$ cat config.mk
export PLATFORM = sky130hd
export DESIGN_NAME = sys_div_queue
export DESIGN_NICKNAME = d
export VERILOG_FILES = /design/src/rtl/sys_div_pkg.sv /design/src/rtl/sys_div_fifo.sv /design/src/rtl/sys_div_queue.sv
export SDC_FILE = /design/constraint.sdc
export NUM_CORES = 1
export LEC_CHECK = 0
export CORE_UTILIZATION = 47
export CTS_CLUSTER_SIZE = 20
export DETAILED_ROUTE_END_ITERATION = 10
export GPL_TIMING_DRIVEN = 0
export PLACE_DENSITY = 0.87
export SYNTH_ARGS = -nofsm -noshare
export SYNTH_HDL_FRONTEND = slang
export SYNTH_SLANG_ARGS = --single-unit
$ cat constraint.sdc
create_clock -name clk -period 2.5 [get_ports clk]
set_input_delay 0.625 -clock clk [delete_from_list [all_inputs] [get_ports clk]]
set_output_delay 0.625 -clock clk [all_outputs]
set_load 0.005 [all_outputs]
$ cat src/rtl/sys_div_pkg.sv
// Shared types for the divide request queue.
// State enum and FIFO entry layout used by sys_div_queue and sys_div_fifo.
package sys_div_pkg;

    localparam int MAX_NUM = 32;
    localparam int MAX_DIV = 32;
    localparam int MAX_TAG = 32;

    typedef enum logic [1:0] {
        IDLE,
        ISSUE,
        WAIT,
        HOLD
    } state_t;

    // Fields are sized for the widest configuration; narrower builds
    // leave the upper bits at zero and synthesis trims them.
    typedef struct packed {
        logic [MAX_NUM-1:0] num;
        logic [MAX_DIV-1:0] div;
        logic [MAX_TAG-1:0] tag;
    } entry_t;

endpackage

$ cat src/rtl/sys_div_fifo.sv
// Request FIFO: DEPTH entries of WIDTH bits, first-word fall-through.
// Ports: clk, reset (sync, active-high), push/pop, data_in/data_out, full/empty.
module sys_div_fifo #(
    parameter int WIDTH = 8,
    parameter int DEPTH = 4
) (
    input  logic             clk,
    input  logic             reset,
    input  logic             push,
    input  logic             pop,
    input  logic [WIDTH-1:0] data_in,
    output logic [WIDTH-1:0] data_out,
    output logic             full,
    output logic             empty
);

    localparam int AW = (DEPTH > 1) ? $clog2(DEPTH) : 1;
    localparam int CW = $clog2(DEPTH + 1);

    logic [WIDTH-1:0] mem [DEPTH];
    logic [AW-1:0]    wr_ptr;
    logic [AW-1:0]    rd_ptr;
    logic [CW-1:0]    count;
    logic             do_push;
    logic             do_pop;

    assign full     = (count == CW'(DEPTH));
    assign empty    = (count == '0);
    assign do_push  = push && !full;
    assign do_pop   = pop && !empty;
    assign data_out = mem[rd_ptr];

    // Pointers wrap naturally because DEPTH is a power of two.
    always_ff @(posedge clk) begin
        if (reset) begin
            wr_ptr <= '0;
            rd_ptr <= '0;
            count  <= '0;
        end else begin
            if (do_push) wr_ptr <= wr_ptr + 1'b1;
            if (do_pop)  rd_ptr <= rd_ptr + 1'b1;
            count <= count + CW'(do_push) - CW'(do_pop);
        end
    end

    always_ff @(posedge clk) begin
        if (do_push) mem[wr_ptr] <= data_in;
    end

endmodule

$ cat src/rtl/sys_div_queue.sv
// Queues divide requests and feeds them one at a time to an iterative divider.
// Ports: in_* request handshake, dv_* divider side, out_* response handshake.
// Option: SYS_DIVQ_DZ_BYPASS_EN answers zero divisors locally (out_dz=1).
module sys_div_queue
    import sys_div_pkg::*;
#(
    parameter int NB_NUM = 16,
    parameter int NB_DIV = 16,
    parameter int DEPTH  = 4,
    parameter int NB_TAG = 4
) (
    input  logic              clk,
    input  logic              reset,
    input  logic              in_valid,
    output logic              in_ready,
    input  logic [NB_NUM-1:0] in_num,
    input  logic [NB_DIV-1:0] in_div,
    input  logic [NB_TAG-1:0] in_tag,
    output logic              dv_start,
    input  logic              dv_busy,
    output logic [NB_NUM-1:0] dv_num,
    output logic [NB_DIV-1:0] dv_div,
    input  logic [NB_NUM-1:0] dv_result,
    input  logic [NB_DIV-1:0] dv_remainder,
    output logic              out_valid,
    input  logic              out_ready,
    output logic [NB_NUM-1:0] out_result,
    output logic [NB_DIV-1:0] out_remainder,
    output logic [NB_TAG-1:0] out_tag,
    output logic              out_dz
);

`ifdef SYS_DIVQ_DZ_BYPASS_EN
    localparam bit DZ_BYPASS = 1'b1;
`else
    localparam bit DZ_BYPASS = 1'b0;
`endif

    state_t state;
    state_t state_next;

    entry_t push_e;
    entry_t head_e;
    logic   full;
    logic   empty;
    logic   pop;
    logic   unused_head;

    logic [NB_NUM-1:0] head_num;
    logic [NB_DIV-1:0] head_div;
    logic [NB_TAG-1:0] head_tag;
    logic              head_dz;

    logic [NB_TAG-1:0] tag_q;
    logic              wait_first;
    logic              capture;
    logic              dz_q;

    always_comb begin
        push_e = '0;
        push_e.num[NB_NUM-1:0] = in_num;
        push_e.div[NB_DIV-1:0] = in_div;
        push_e.tag[NB_TAG-1:0] = in_tag;
    end

    sys_div_fifo #(
        .WIDTH ($bits(entry_t)),
        .DEPTH (DEPTH)
    ) u_fifo (
        .clk      (clk),
        .reset    (reset),
        .push     (in_valid),
        .pop      (pop),
        .data_in  (push_e),
        .data_out (head_e),
        .full     (full),
        .empty    (empty)
    );

    assign in_ready    = !full;
    assign head_num    = head_e.num[NB_NUM-1:0];
    assign head_div    = head_e.div[NB_DIV-1:0];
    assign head_tag    = head_e.tag[NB_TAG-1:0];
    assign unused_head = ^head_e;
    assign head_dz     = DZ_BYPASS && (head_div == '0);

    // The first WAIT cycle is skipped: busy may not yet reflect this start.
    assign capture = (state == WAIT) && !wait_first && !dv_busy;

    // State register
    always_ff @(posedge clk) begin
        if (reset) state <= IDLE;
        else       state <= state_next;
    end

    // Next-state logic
    always_comb begin
        state_next = state;
        unique case (state)
            IDLE: begin
                if (!empty) state_next = head_dz ? HOLD : ISSUE;
            end
            ISSUE: begin
                state_next = WAIT;
            end
            WAIT: begin
                if (capture) state_next = HOLD;
            end
            HOLD: begin
                if (out_ready) begin
                    if (empty)        state_next = IDLE;
                    else if (head_dz) state_next = HOLD;
                    else              state_next = ISSUE;
                end
            end
            default: state_next = IDLE;
        endcase
    end

    // Output logic
    always_comb begin
        dv_start  = 1'b0;
        out_valid = 1'b0;
        pop       = 1'b0;
        unique case (state)
            IDLE:    pop = !empty;
            ISSUE:   dv_start = 1'b1;
            WAIT:    ;
            HOLD: begin
                out_valid = 1'b1;
                pop       = out_ready && !empty;
            end
            default: ;
        endcase
    end

    // Operand and response registers
    always_ff @(posedge clk) begin
        if (reset) begin
            dv_num        <= '0;
            dv_div        <= '0;
            tag_q         <= '0;
            wait_first    <= 1'b0;
            out_result    <= '0;
            out_remainder <= '0;
            out_tag       <= '0;
            dz_q          <= 1'b0;
        end else begin
            wait_first <= (state == ISSUE);
            if (pop) begin
                dv_num <= head_num;
                dv_div <= head_div;
                tag_q  <= head_tag;
                if (head_dz) begin
                    out_result    <= '1;
                    out_remainder <= '0;
                    out_tag       <= head_tag;
                    dz_q          <= 1'b1;
                end
            end
            if (capture) begin
                out_result    <= dv_result;
                out_remainder <= dv_remainder;
                out_tag       <= tag_q;
                dz_q          <= 1'b0;
            end
        end
    end

    assign out_dz = DZ_BYPASS ? dz_q : 1'b0;

endmodule

==> metrics <==
Placer Congestion=0.789; io pins=145; synth warn=0; register bit total from synthesis=226; CP max stage cell=fa_1; layout cell share with drive strength beyond 1=14.5%; FP Rows=48; min-delay src=out_result[9]; final WL=18,100 µm; status=completed; grt total ovfl=0; initial antenna violation count=1; Hold Path Class=reg -> reg; power per cell area=1040 mW/mm²; CP startpoint=state[1]; post-route ant nets=0; Synth Net Count=659; Hold Fails Final Rpt=0; Pre-Repair DR Iteration Count=4; dpl hpwl=11,800 µm; DRC viols=0; Worst Tran Pin Value=698 ps; dominant synthesized flop cell=edfxtp_1; nets=831; Non-Filler Instances=989; DIE WIDTH=135 µm; Reg area=0.00597 mm²; post-DR wirelength/cell=18.3 µm; number of synthesized flops with an enable pin=144; maximum vdd drop=0.000725 V; CTS Buffer Depth=3; static leakage=3.62 nW; Setup Viol. Count Final=0; crit-path cells=inv_1, ha_4, a21oi_2, or3_4, clkinv_8, ha_1, inv_1, ha_1, fa_1, xnor2_1, nor2_1; most frequent cells in the layout=nand2_1, edfxtp_1, clkdlybuf4s50_1; TritonCTS Buffers=24; hold buffers post-CTS=0; worst clock skew=21.7 ps; RSZ-0062 raised after global routing=no; PortBufs=142; area delta synth->final=31.5%; CP Capture Type=flip-flop; CP arrival=2750 ps; Antenna diodes=0; Slew Limit Fails=0; Post-Syn Area=0.00832 mm²; R2R Path Start=state[1]; Cells after Synth=574; fill cell count=1,254; Cell variety after synth=30; DR vias/cell=5.18; Worst path top cell family by delay=adder cells; Max-Cap Viols=0; CP peak stage delay=390 ps; Worst-Skew Late Latency=530 ps; Cell Count Post-Placement=945; Layout Utilization=63.3%; area of the multi-input gates=0.00218 mm²; required time of the worst setup path=2880 ps; worst rel slew slack=53.5%; CP bufs+invs=3; first-pass GRT wire length=27,800 µm; clock net sink count=226; fmax=422 MHz; Core Region=0.0173 mm²; CP max FO=11; H-tree depth=1; Die Ht=135 µm; Tmin final=2370 ps; largest net degree at the start of global routing=34; Reg clk slew, reported paths=60 ps; via count=5,120; mean post-synth cell area=14.5 µm²; ys async rst share=0%; commonest non-fill, non-tap cell in the layout=nand2_1; clk root buf=clkbuf_16; Iter 0 DRT Violations=344; Starting Density=48.1%; vias in the first global route=5,219; CTS tree=done; Tcrit/Tclk final=94.8%; critical path class=reg -> reg; Tot GR Track Use=20.2%; CP Launch Type=flip-flop; sequential share of the synthesized area=71.7%; Die Area=0.0182 mm²; total power=11.3 mW
[sequential cells by signal (all words and copies together) (netlist names), 3 cells and up]
register / count
u_fifo.mem: 144
dv_div: 16
dv_num: 16
out_remainder: 16
out_result: 16
out_tag: 4
tag_q: 4
u_fifo.count: 3
[per-stage QoR]
stage                     instance area (µm²)  setup WS [ps]  hold WS (ps)  setup TNS (ps)
final                                   10900            130           452               0
after global routing                    10900           25.9           473               0
after CTS                               10900           2.56           455               0
after detailed placement                10100           -569           446          -16740
after global placement                  10000          -1040           441         -148080
after floorplan                          8330           14.5           432               0
[layer usage]
layer	global-route usage (%)	part of all wire, %	wire [µm]
met1	24.1	39	7030
met3	5.11	8.1	1470
met5	0	0	0
met4	5.49	1.9	342
met2	35.9	51	9260
[area by class of cell]
type | count | area share (%)
Timing Repair Buffer | 148 | 14.0
Clock inverter | 9 | 0.743
Multi-Input combinational cell | 305 | 19.9
Buffer | 31 | 1.42
Sequential cell | 226 | 54.5
Clock buffer | 35 | 6.41
Tap cell | 225 | 2.57
Inverter | 10 | 0.457
[worst register-to-register path, cell delays in order (launching register included)]
cell and delay [ps]:
dfxtp_2 360, inv_1 100, ha_4 180, a21oi_2 130
or3_4 220, clkinv_8 100, ha_1 280, inv_1 40
ha_1 190, fa_1 390, xnor2_1 180, nor2_1 60
[logic make-up (layout without fill, tap and decap cells)]
| family | count (synthesis) | after routing | share of synthesized area [%] |
|---|---|---|---|
| AOI/OAI and AO/OA | 78 | 78 | 5.14 |
| xor gates and xnor gates | 5 | 5 | 0.526 |
| adders and majority gates | 12 | 12 | 1.89 |
| buffers and inverters | 43 | 233 | 2.53 |
| DFF | 226 | 226 | 71.7 |
| muxes | 38 | 38 | 9.98 |
| other | 1 | 1 | 0.0450 |
| and+or+nand+nor | 171 | 171 | 8.22 |
[final timing paths]
path	to	slack, ps	depth (start not counted)
setup reg to reg	u_fifo.count[2]	130	11
setup / recovery	u_fifo.count[2]	130	11
hold reg to reg	out_result[9]	450	2
hold / removal	out_result[9]	450	2
[power breakdown]
| group | switching [mW] | leakage (nW) | internal (mW) |
|---|---|---|---|
| Sequential | 0.252 | 1.99 | 4.56 |
| Clock | 1.43 | 0.385 | 1.97 |
| Combinational | 1.55 | 1.25 | 1.57 |
| Total | 3.23 | 3.62 | 8.10 |
[cells in the mapped netlist (2+ instances only)]
| cell | number | area [µm²] |
|---|---|---|
| inv_1 | 9 | 33.8 |
| mux2i_1 | 2 | 20.0 |
| nor2b_1 | 4 | 25.0 |
| buf_2 | 5 | 25.0 |
| and2_1 | 5 | 31.3 |
| clkbuf_1 | 21 | 78.8 |
| xnor2_1 | 5 | 43.8 |
| nand3_1 | 2 | 10.0 |
| a21oi_1 | 67 | 335 |
| a21oi_2 | 7 | 61.3 |
| buf_6 | 4 | 45.0 |
| nor2_1 | 9 | 33.8 |
| nand2_1 | 146 | 548 |
| ha_1 | 11 | 138 |
| mux4_2 | 36 | 811 |
| edfxtp_1 | 144 | 4320 |
| dfxtp_1 | 82 | 1640 |
| buf_4 | 3 | 22.5 |
[timing repair]
| item | 4_1_cts | 5_1_grt |
|---|---|---|
| setup buffers | 0 | 2 |
| pin swaps | 0 | 1 |
| gates resized for setup | 7 | 2 |
| endpoints found under the setup margin | 2 | 2 |
(Power assumes the default switching activity.)
